File: config.mk
export PLATFORM = sky130hd
export DESIGN_NAME = usb_rx_sequencer
export DESIGN_NICKNAME = d
export VERILOG_FILES = /design/src/rtl/usb_rx_pkg.sv /design/src/rtl/usb_rx_bit_unstuffer.sv /design/src/rtl/usb_rx_sequencer.sv
export SDC_FILE = /design/constraint.sdc
export NUM_CORES = 1
export LEC_CHECK = 0
export BUFFER_PORTS_ARGS = -buffer_cell sky130_fd_sc_hd__buf_2
export CORE_UTILIZATION = 40
export CTS_CLUSTER_DIAMETER = 40
export DETAILED_ROUTE_END_ITERATION = 16
export GPL_TIMING_DRIVEN = 0
export HOLD_SLACK_MARGIN = 0.06
export PLACE_DENSITY = 0.61
export SYNTH_ARGS = -nofsm -noshare
export SYNTH_HDL_FRONTEND = slang
export SYNTH_SLANG_ARGS = --single-unit
File: constraint.sdc
create_clock -name clock -period 3.5 [get_ports clock]
set_clock_uncertainty 0.2 [all_clocks]
set_input_delay 0.7 -clock clock [delete_from_list [all_inputs] [get_ports clock]]
set_output_delay 0.7 -clock clock [all_outputs]
set_load 0.01 [all_outputs]
File: src/rtl/usb_rx_pkg.sv
// rtl/usb_rx_pkg.sv - shared states, SYNC/stuffing constants and PID nibbles for the USB receive sequencer
package usb_rx_pkg;

    typedef enum logic [2:0] {
        IDLE     = 3'd0,
        HUNT     = 3'd1,
        DATA     = 3'd2,
        EOP_WAIT = 3'd3,
        ERROR    = 3'd4
    } state_t;

    // Window value after 0,0,0,0,0,0,0,1 arrives LSB-first
    localparam logic [7:0] SYNC_PATTERN = 8'h80;

    // Consecutive ones after which the transmitter inserts a zero
    localparam logic [2:0] STUFF_LIMIT = 3'd6;

    // PID type nibbles (low nibble of the PID byte)
    localparam logic [3:0] PID_OUT   = 4'b0001;
    localparam logic [3:0] PID_IN    = 4'b1001;
    localparam logic [3:0] PID_SOF   = 4'b0101;
    localparam logic [3:0] PID_SETUP = 4'b1101;
    localparam logic [3:0] PID_DATA0 = 4'b0011;
    localparam logic [3:0] PID_DATA1 = 4'b1011;
    localparam logic [3:0] PID_ACK   = 4'b0010;
    localparam logic [3:0] PID_NAK   = 4'b1010;
    localparam logic [3:0] PID_STALL = 4'b1110;

    // A PID byte carries its type nibble and the complement of it in the high nibble
    function automatic logic pid_is_valid(input logic [7:0] pid);
        return pid[7:4] == ~pid[3:0];
    endfunction

endpackage

File: src/rtl/usb_rx_bit_unstuffer.sv
// rtl/usb_rx_bit_unstuffer.sv - tracks run of ones and decides keep/discard/stuff error per received bit
module usb_rx_bit_unstuffer
    import usb_rx_pkg::*;
(
    input  logic clock,
    input  logic reset,
    input  logic init,
    input  logic bit_en,
    input  logic bit_in,
    output logic keep,
    output logic stuff_err
);

    logic [2:0] ones_cnt_q;
    logic [2:0] ones_cnt_d;
    logic       at_limit;

    assign at_limit = (ones_cnt_q == STUFF_LIMIT);

    // After six ones the next bit must be a stuffed zero: drop it, or flag a violation
    always_comb begin
        keep      = bit_en && !at_limit;
        stuff_err = bit_en && at_limit && bit_in;
    end

    // SYNC ends in a one, so the run starts at 1 when a packet begins
    always_comb begin
        ones_cnt_d = ones_cnt_q;
        if (init) begin
            ones_cnt_d = 3'd1;
        end else if (bit_en) begin
            if (at_limit || !bit_in) begin
                ones_cnt_d = 3'd0;
            end else begin
                ones_cnt_d = ones_cnt_q + 3'd1;
            end
        end
    end

    // Run-length register
    always_ff @(posedge clock) begin
        if (reset) begin
            ones_cnt_q <= 3'd0;
        end else begin
            ones_cnt_q <= ones_cnt_d;
        end
    end

endmodule

File: src/rtl/usb_rx_sequencer.sv
// rtl/usb_rx_sequencer.sv - USB receive sequencer: SYNC hunt, unstuffing, byte assembly, EOP; USB_RX_PID_CHECK_EN adds PID check
module usb_rx_sequencer
    import usb_rx_pkg::*;
#(
    parameter int MAX_BYTES = 67
) (
    input  logic       clock,
    input  logic       reset,
    input  logic       dec_bit,
    input  logic       dec_valid,
    input  logic       se0,
    output logic       rx_active,
    output logic [7:0] byte_out,
    output logic       byte_valid,
    output logic [6:0] byte_cnt,
    output logic       pkt_done,
    output logic       err_stuff,
    output logic       err_align,
    output logic       err_ovf,
    output logic       err_pid
);

    localparam logic [6:0] MAX_CNT = 7'(MAX_BYTES);

    state_t     state_q, state_d;
    logic [7:0] window_q, window_d;
    logic [7:0] shift_q, shift_d;
    logic [2:0] bit_cnt_q, bit_cnt_d;
    logic [6:0] byte_cnt_q, byte_cnt_d;
    logic [7:0] byte_out_q, byte_out_d;
    logic       byte_valid_q, byte_valid_d;
    logic       pkt_done_q, pkt_done_d;
    logic       err_stuff_q, err_stuff_d;
    logic       err_align_q, err_align_d;
    logic       err_ovf_q, err_ovf_d;

    logic       line_bit;
    logic       hunt_bit;
    logic       data_bit;
    logic [7:0] window_next;
    logic       sync_hit;
    logic       keep;
    logic       stuff_err;
    logic [7:0] assembled;
    logic       byte_done;
    logic       ovf;
    logic       eop_ok;
    logic       pid_bad;

    assign line_bit    = dec_valid && !se0;
    assign hunt_bit    = (state_q == HUNT) && line_bit;
    assign data_bit    = (state_q == DATA) && line_bit;
    assign window_next = {dec_bit, window_q[7:1]};
    assign sync_hit    = hunt_bit && (window_next == SYNC_PATTERN);
    assign assembled   = {dec_bit, shift_q[7:1]};
    assign byte_done   = keep && (bit_cnt_q == 3'd7);
    assign ovf         = byte_done && (byte_cnt_q == MAX_CNT);
    assign eop_ok      = (bit_cnt_q == 3'd0) && (byte_cnt_q != 7'd0);

    usb_rx_bit_unstuffer u_unstuffer (
        .clock     (clock),
        .reset     (reset),
        .init      (sync_hit),
        .bit_en    (data_bit),
        .bit_in    (dec_bit),
        .keep      (keep),
        .stuff_err (stuff_err)
    );

`ifdef USB_RX_PID_CHECK_EN
    logic err_pid_q, err_pid_d;

    assign pid_bad = byte_done && !ovf && (byte_cnt_q == 7'd0) && !pid_is_valid(assembled);
    assign err_pid = err_pid_q;
`else
    assign pid_bad = 1'b0;
    assign err_pid = 1'b0;
`endif

    // State and datapath registers
    always_ff @(posedge clock) begin
        if (reset) begin
            state_q      <= IDLE;
            window_q     <= 8'h00;
            shift_q      <= 8'h00;
            bit_cnt_q    <= 3'd0;
            byte_cnt_q   <= 7'd0;
            byte_out_q   <= 8'h00;
            byte_valid_q <= 1'b0;
            pkt_done_q   <= 1'b0;
            err_stuff_q  <= 1'b0;
            err_align_q  <= 1'b0;
            err_ovf_q    <= 1'b0;
`ifdef USB_RX_PID_CHECK_EN
            err_pid_q    <= 1'b0;
`endif
        end else begin
            state_q      <= state_d;
            window_q     <= window_d;
            shift_q      <= shift_d;
            bit_cnt_q    <= bit_cnt_d;
            byte_cnt_q   <= byte_cnt_d;
            byte_out_q   <= byte_out_d;
            byte_valid_q <= byte_valid_d;
            pkt_done_q   <= pkt_done_d;
            err_stuff_q  <= err_stuff_d;
            err_align_q  <= err_align_d;
            err_ovf_q    <= err_ovf_d;
`ifdef USB_RX_PID_CHECK_EN
            err_pid_q    <= err_pid_d;
`endif
        end
    end

    // Next-state: se0 outranks data in DATA; error states wait for a fully idle line
    always_comb begin
        state_d = state_q;
        case (state_q)
            IDLE: begin
                if (line_bit) state_d = HUNT;
            end
            HUNT: begin
                if (!line_bit)     state_d = IDLE;
                else if (sync_hit) state_d = DATA;
            end
            DATA: begin
                if (se0)                          state_d = eop_ok ? EOP_WAIT : ERROR;
                else if (!dec_valid)              state_d = ERROR;
                else if (stuff_err || ovf || pid_bad) state_d = ERROR;
            end
            EOP_WAIT, ERROR: begin
                if (!se0 && !dec_valid) state_d = IDLE;
            end
            default: state_d = IDLE;
        endcase
    end

    // Datapath and strobes: window hunting, byte assembly, counters and one-cycle flags
    always_comb begin
        window_d     = window_q;
        shift_d      = shift_q;
        bit_cnt_d    = bit_cnt_q;
        byte_cnt_d   = byte_cnt_q;
        byte_out_d   = byte_out_q;
        byte_valid_d = 1'b0;
        pkt_done_d   = 1'b0;
        err_stuff_d  = 1'b0;
        err_align_d  = 1'b0;
        err_ovf_d    = 1'b0;
`ifdef USB_RX_PID_CHECK_EN
        err_pid_d    = 1'b0;
`endif
        case (state_q)
            IDLE: begin
                // Pre-fill with ones so a match needs all seven leading zeros
                if (line_bit) window_d = {dec_bit, 7'h7F};
            end
            HUNT: begin
                if (hunt_bit) window_d = window_next;
                if (sync_hit) begin
                    bit_cnt_d  = 3'd0;
                    byte_cnt_d = 7'd0;
                end
            end
            DATA: begin
                if (se0) begin
                    pkt_done_d  = eop_ok;
                    err_align_d = !eop_ok;
                end else if (!dec_valid) begin
                    err_align_d = 1'b1;
                end else begin
                    err_stuff_d = stuff_err;
                    if (keep) begin
                        shift_d   = assembled;
                        bit_cnt_d = bit_cnt_q + 3'd1;
                        if (byte_done) begin
                            if (ovf) begin
                                err_ovf_d = 1'b1;
                            end else begin
                                byte_out_d   = assembled;
                                byte_valid_d = 1'b1;
                                byte_cnt_d   = byte_cnt_q + 7'd1;
`ifdef USB_RX_PID_CHECK_EN
                                err_pid_d    = pid_bad;
`endif
                            end
                        end
                    end
                end
            end
            default: begin
            end
        endcase
    end

    // Output decode
    always_comb begin
        rx_active  = (state_q == DATA) || (state_q == EOP_WAIT);
        byte_out   = byte_out_q;
        byte_valid = byte_valid_q;
        byte_cnt   = byte_cnt_q;
        pkt_done   = pkt_done_q;
        err_stuff  = err_stuff_q;
        err_align  = err_align_q;
        err_ovf    = err_ovf_q;
    end

endmodule

==> results of run 1 <==
## cells by family after synthesis
| kind of cell | share of synthesized area, % |
|---|---|
| simple gates | 26.7 |
| compound gates | 15.0 |
| flops | 44.0 |
| buf+inv | 7.03 |
| fa+ha+maj | 4.48 |
| mux | 2.62 |
| other cells | 0.192 |
## final timing paths
| kind | from | depth (start not counted) | endpoint |
|---|---|---|---|
| worst max-delay path | dec_bit | 6 | state_q[0] |
| worst min-delay path | byte_out[0] | 2 | byte_out[0] |
| worst max register to register | byte_cnt[3] | 5 | state_q[0] |
| worst min register to register | byte_out[0] | 2 | byte_out[0] |
## layer usage
metal	global-route usage (%)	vias to the layer above	part of all wire, %
met5	0	-	0
met3	4.72	6	3.7
li1	-	869	-
met4	6.54	0	1.8
met2	25.7	28	45
met1	23.0	736	50
## power by group through the flow
stage	Combinational (µW)	Sequential, µW	Clock, µW
after floorplan	58.6	519	0
after global placement	76.3	521	0
after detailed placement	76.8	522	0
after CTS	77.1	510	462
after global routing	85.8	512	489
final	76.7	510	454
## critical path: cells and delay by family
family / cells / cell delay, ps
AOI/OAI and AO/OA: 1 / 270
buffers and inverters: 1 / 180
muxes: 1 / 370
and+or+nand+nor: 3 / 830
## flip-flops by register name, indices dropped and copies added, names as in the netlist
name	flops
byte_valid	1
bit_cnt_q	3
byte_out	8
u_unstuffer.ones_cnt_q	3
state_q	3
byte_cnt	7
shift_q	7
pkt_done	1
err_align	1
err_ovf	1
window_q	7
err_stuff	1
## per-stage QoR
stage	util [%]	cells	instance area (µm²)	hold WS (ps)
4_1_cts	48.6	334	2290	256
3_5_place_dp	45.7	326	2160	245
2_1_floorplan	-	235	1960	232
5_1_grt	48.6	334	2290	275
6_report	48.6	334	2290	255
3_3_place_gp	45.7	326	2160	242
## final cells by class
| class | instances | area (µm²) | share of cell area [%] |
|---|---|---|---|
| flip-flops and latches | 43 | 861 | 37.5 |
| plain buffers | 14 | 85.1 | 3.71 |
| clock buffers | 6 | 72.6 | 3.16 |
| well taps | 67 | 83.8 | 3.66 |
| clock inverters | 2 | 60.1 | 2.62 |
| multi-input cells | 164 | 958 | 41.8 |
| inverters | 14 | 52.6 | 2.29 |
| repair buffers | 24 | 120 | 5.24 |
## synthesized netlist by cell type (all sizes together), types with 2 or more instances
cell     n  area, µm²
a21oi   24        120
a22oi    2       15.0
a311oi   6       52.6
a31oi    3       18.8
and2     3       18.8
and3     5       31.3
buf      7       58.8
clkbuf   7       26.3
dfxtp   43        861
ha       7       87.6
inv     14       52.6
mux2i    4       40.0
nand2   46        175
nand3    6       30.0
nand3b   2       15.0
nor2    19       71.3
nor2b    3       18.8
nor3     4       20.0
nor3b    3       38.8
nor4     3       18.8
nor4b    3       41.3
o211ai   2       15.0
o21ai    5       25.0
o22ai    2       12.5
or3      3       18.8
## cells in the final DEF (no fill, tap or decap), drive strengths merged, types with 4 or more instances in the layout
cell type  instances
nand3              6
nor3               4
dfxtp             43
and3               5
nor2              19
ha                 7
a21oi             24
a311oi             6
buf               31
inv               14
o21ai              5
clkbuf            13
mux2i              4
nand2             46
==> flow_summary.ini, run 1 <==
[pwr]
p_seq_share_pct = 49.0
vdd_ir_drop_max_mv = 0.187
p_total_uw = 1040
combPwrFrac_pct = 7.4
p_int_uw = 815
power.switching_uw = 226
switching_share_pct = 21.7
pwr-share-clk_pct = 43.6
p_leak_uw = 0.000886
p_per_area_nw_per_um2 = 454

[critical_path]
critPathKind = input port to flop
cpMaxStageDelayCell = nor4b_1
crit_chain = buf_2 -> nor4b_1 -> nand2_1 -> a31o_2 -> nor3b_2 -> mux2_2
cp_max_fo = 10
critical_path.endpoint_type = flop
arrival_ps = 2360
cp.required_ps = 3490
r2r_slack_ps = 1200
cp-start-kind = input port
critical-path-max-stage-delay_ps = 400

[yosys]
synth-seq-cells = 43
avgSynthCellArea_um2 = 8.33
yosysSeqAreaShare_pct = 44.0
synthDistinctLibCells = 40
synth_edf_count = 0
ys_async_sr_fraction_pct = 0
yosys_warnings = 0
syn_area_um2 = 1960
syn_nets = 247
postSynthCellCount = 235
synth_ff_type = dfxtp_1

[sta]
setup_viol = 0
max_freq_mhz = 423
period_share_pct = 67.6
slew_headroom_pct = 59.1
timing.final.crit_period_ps = 2370
setup_ws_ps = 1130
tightest_slew_ps = 613
hold_viol_final = 0
slew_viol_final = 0
rsz0062_at_grt = no
tns_ps = 0

[die]
die_x_um = 71.9
start_util_pct = 41.4
chipHeight_um = 71.9
ios = 27
dieArea_um2 = 5180
row_count = 25
core_area_um2 = 4720

[global_route]
grt_pass1_wl_um = 6800
antenna_found_initial = 0
track_usage_pct = 16.9
grt-ovfl-total = 0
grt_max_degree = 14
grt_pass1_vias = 1391

[drt]
wl_um = 4060
viasPerCell = 4.91
routed-via-count = 1639
drtPass1Iterations = 4
drc_errors = 0
detail_route.wl_per_cell_um = 12.2
dr.first_iter.drc_count = 109
drtAntennaViolNets = 0

[clocking]
cts_setup_buffers = 0
path_clk_slew_ps = 80
cts_resized = 0
clockBufferDepth = 2
numClockSinks = 43
clk_latency_ps = 300
cts_tree = done
cts_buffers = 5
htreeDepth = 2
cts_root_buf = clkbuf_8
cts_hold_buf = 0

[place]
dp_hpwl_um = 2880
io_buffers = 24
place.gp.congestion = 0.763
dp_slack_ps = 857

[run_status]
status = finished, final reports clean

[finish]
fillers = 483
nNetsFinal = 278
drive_gt1_share_pct = 16.5
antennaDiodeCount = 0
syn2layout_area_growth_pct = 17.2

[min_path]
hold_class = flop to flop

[job]
cap_violations = 0
Power figures use the tool's default switching activity.
==> run 2, diff against run 1 <==
Settings changed: ABC_AREA from default to 1.
Clock period 3.5 ns to 2.4 ns, I/O delays scaled along.
==> run 2 against run 1 <==
Synthesized cell count is 12% higher; non-clock buffer count is 3 lower; total power is 63% higher; first-iteration DRC count is 7.3% higher; critical endpoint is now byte_cnt[0]; worst hold slack worse by 29 ps; flip-flop and latch count stayed put; sequential share of layout area is 0.68 points lower; global-route usage is 0.60 points higher; largest cell class unchanged; final cell count is 8.7% higher; synthesized area is 4.3% higher; routed wire length is 4.9% higher.
==> flow_summary.ini, run 2 <==
[run_status]
status = finished, final reports clean

[sta]
slew_viol_final = 0
tns_ps = 0
period_share_pct = 78.3
hold_viol_final = 0
setup_ws_ps = 521
timing.final.crit_period_ps = 1880
tightest_slew_ps = 523
max_freq_mhz = 532
setup_viol = 0
slew_headroom_pct = 65.1
rsz0062_at_grt = no

[yosys]
syn_nets = 275
synth-seq-cells = 43
synth_commonest_cells = 43 x dfxtp_1, 36 x nand2_1, 35 x nor2_1
synth_top_area_cell = dfxtp_1
synth_top_cell_area_share_pct = 42.2
ys_async_sr_fraction_pct = 0
synthDistinctLibCells = 32
synth.most_common_cell = dfxtp_1
avgSynthCellArea_um2 = 7.76
synth_ff_type = dfxtp_1
yosys_warnings = 0
syn_area_um2 = 2040
yosysSeqAreaShare_pct = 42.2
synth_area_leaders = dfxtp_1 42%, nand2_1 6.6%, nor2_1 6.4%
postSynthCellCount = 263
synth_edf_count = 0

[place]
io_buffers = 25
dp_slack_ps = 404
placed_cells = 355
dp_hpwl_um = 3110
place.gp.congestion = 0.802

[pwr]
p_per_area_nw_per_um2 = 726
p_leak_uw = 0.00105
vdd_ir_drop_max_mv = 0.284

[global_route]
track_usage_pct = 17.5
grt_max_degree = 14
antenna_found_initial = 0
grt_pass1_wl_um = 7220
grt-ovfl-total = 0
grt_pass1_vias = 1535

[min_path]
hold_class = input port to flop
whs_path_depth = 2
min_delay_worst_endpoint = err_ovf
min_from = se0

[drt]
wl_um = 4260
viasPerCell = 4.83
detail_route.wl_per_cell_um = 11.7
drtPass1Iterations = 4
dr.first_iter.drc_count = 117
drc_errors = 0
routed-via-count = 1753
drtAntennaViolNets = 0

[die]
chipHeight_um = 73.5
dieArea_um2 = 5390
core_area_um2 = 4820
die_x_um = 73.5
start_util_pct = 42.4
row_count = 25
ios = 27

[critical_path]
ff2ff_path_depth = 9
cp.required_ps = 2360
cp_max_fo = 10
critical_path.endpoint_type = flop
critPathKind = flop to flop
r2r_slack_ps = 520
r2r-end = byte_cnt[0]
r2r-start = u_unstuffer.ones_cnt_q[0]
arrival_ps = 1840
crit_start = u_unstuffer.ones_cnt_q[0]
cp-start-kind = flop

[finish]
drive_gt1_share_pct = 18.2
largest_reg_flops = 8
antennaDiodeCount = 0
layout_common_cells = 43 x dfxtp_1, 36 x nand2_1, 35 x nor2_1
nNetsFinal = 307
syn2layout_area_growth_pct = 14.4
final_cells = 363
layout_commonest_cell = dfxtp_1

[clocking]
cts_root_buf = clkbuf_8
cts_setup_buffers = 0
path_clk_slew_ps = 80
cts_resized = 0
clockBufferDepth = 2
cts_hold_buf = 0
cts_tree = done
htreeDepth = 2
clk_latency_ps = 300
numClockSinks = 43
cts_buffers = 5

[job]
cap_violations = 0
## run 2: cell types whose count changed in the layout (fill, tap and decap cells not counted), moves of 4 or more
| cell | change |
|---|---|
| a221oi_1 | +6 |
| a311oi_1 | -6 |
| and3_1 | -5 |
| inv_1 | +19 |
| mux2i_1 | -4 |
| nand2_1 | -9 |
| nand3_1 | +17 |
| nor2_1 | +16 |
| o21ai_0 | +8 |
| o21ai_1 | +4 |
| xor2_1 | +5 |
## run 2: kinds of logic after synthesis
logic type | share of synthesized area (%)
and+or+nand+nor | 27.3
other | 0.184
adders and majority gates | 4.29
AOI/OAI and AO/OA | 13.8
xor gates and xnor gates | 2.57
DFF | 42.2
buffers and inverters | 9.68
## run 2: worst max path at each step
stage / end / cells after the start
5_1_grt: state_q[1] / 10
6_report: byte_cnt[0] / 9
2_1_floorplan: byte_cnt[2] / 8
3_3_place_gp: byte_cnt[2] / 8
3_5_place_dp: byte_cnt[3] / 8
4_1_cts: byte_out[5] / 9
## run 2: metrics by stage
step                      hold WS (ps)  instance area, µm²  util (%)  power (µW)
after floorplan                    250                2040         -        1170
after global placement             231                2250      46.7        1250
after detailed placement           238                2250      46.7        1260
after CTS                          223                2340      48.5        1710
after global routing               222                2340      48.5        1810
final                              226                2340      48.5        1700
## run 2: critical path, stage by stage, from the launching register on
cell	delay, ps
dfxtp_1	390
inv_1	60
ha_1	190
nand2_1	130
nand2_1	140
nor2_8	160
nand3_4	140
buf_6	180
nand3_1	60
a21oi_1	70
## run 2: final cells by class
class | instances | area [µm²]
clock inverters | 2 | 12.5
inverters | 35 | 131
well taps | 67 | 83.8
clock buffers | 6 | 72.6
repair buffers | 25 | 125
flip-flops and latches | 43 | 861
fillers | 516 | 2480
plain buffers | 10 | 66.3
multi-input cells | 175 | 983
## run 2: per-layer routing
metal | wire, µm | part of all wire [%] | up-vias | GRT usage [%]
li1 | - | - | 911 | -
met1 | 2100 | 49 | 812 | 24.7
met2 | 1950 | 46 | 25 | 25.6
met3 | 144 | 3.4 | 5 | 4.25
met4 | 59 | 1.4 | 0 | 7.05
met5 | 0 | 0 | - | 0
## run 2: power by group
group | switching, µW | total, µW | leakage [µW] | internal, µW
combinational | 278 | 425 | 0.000663 | 146
clock | 252 | 455 | 0.0000412 | 204
sequential | 46.7 | 816 | 0.000348 | 769
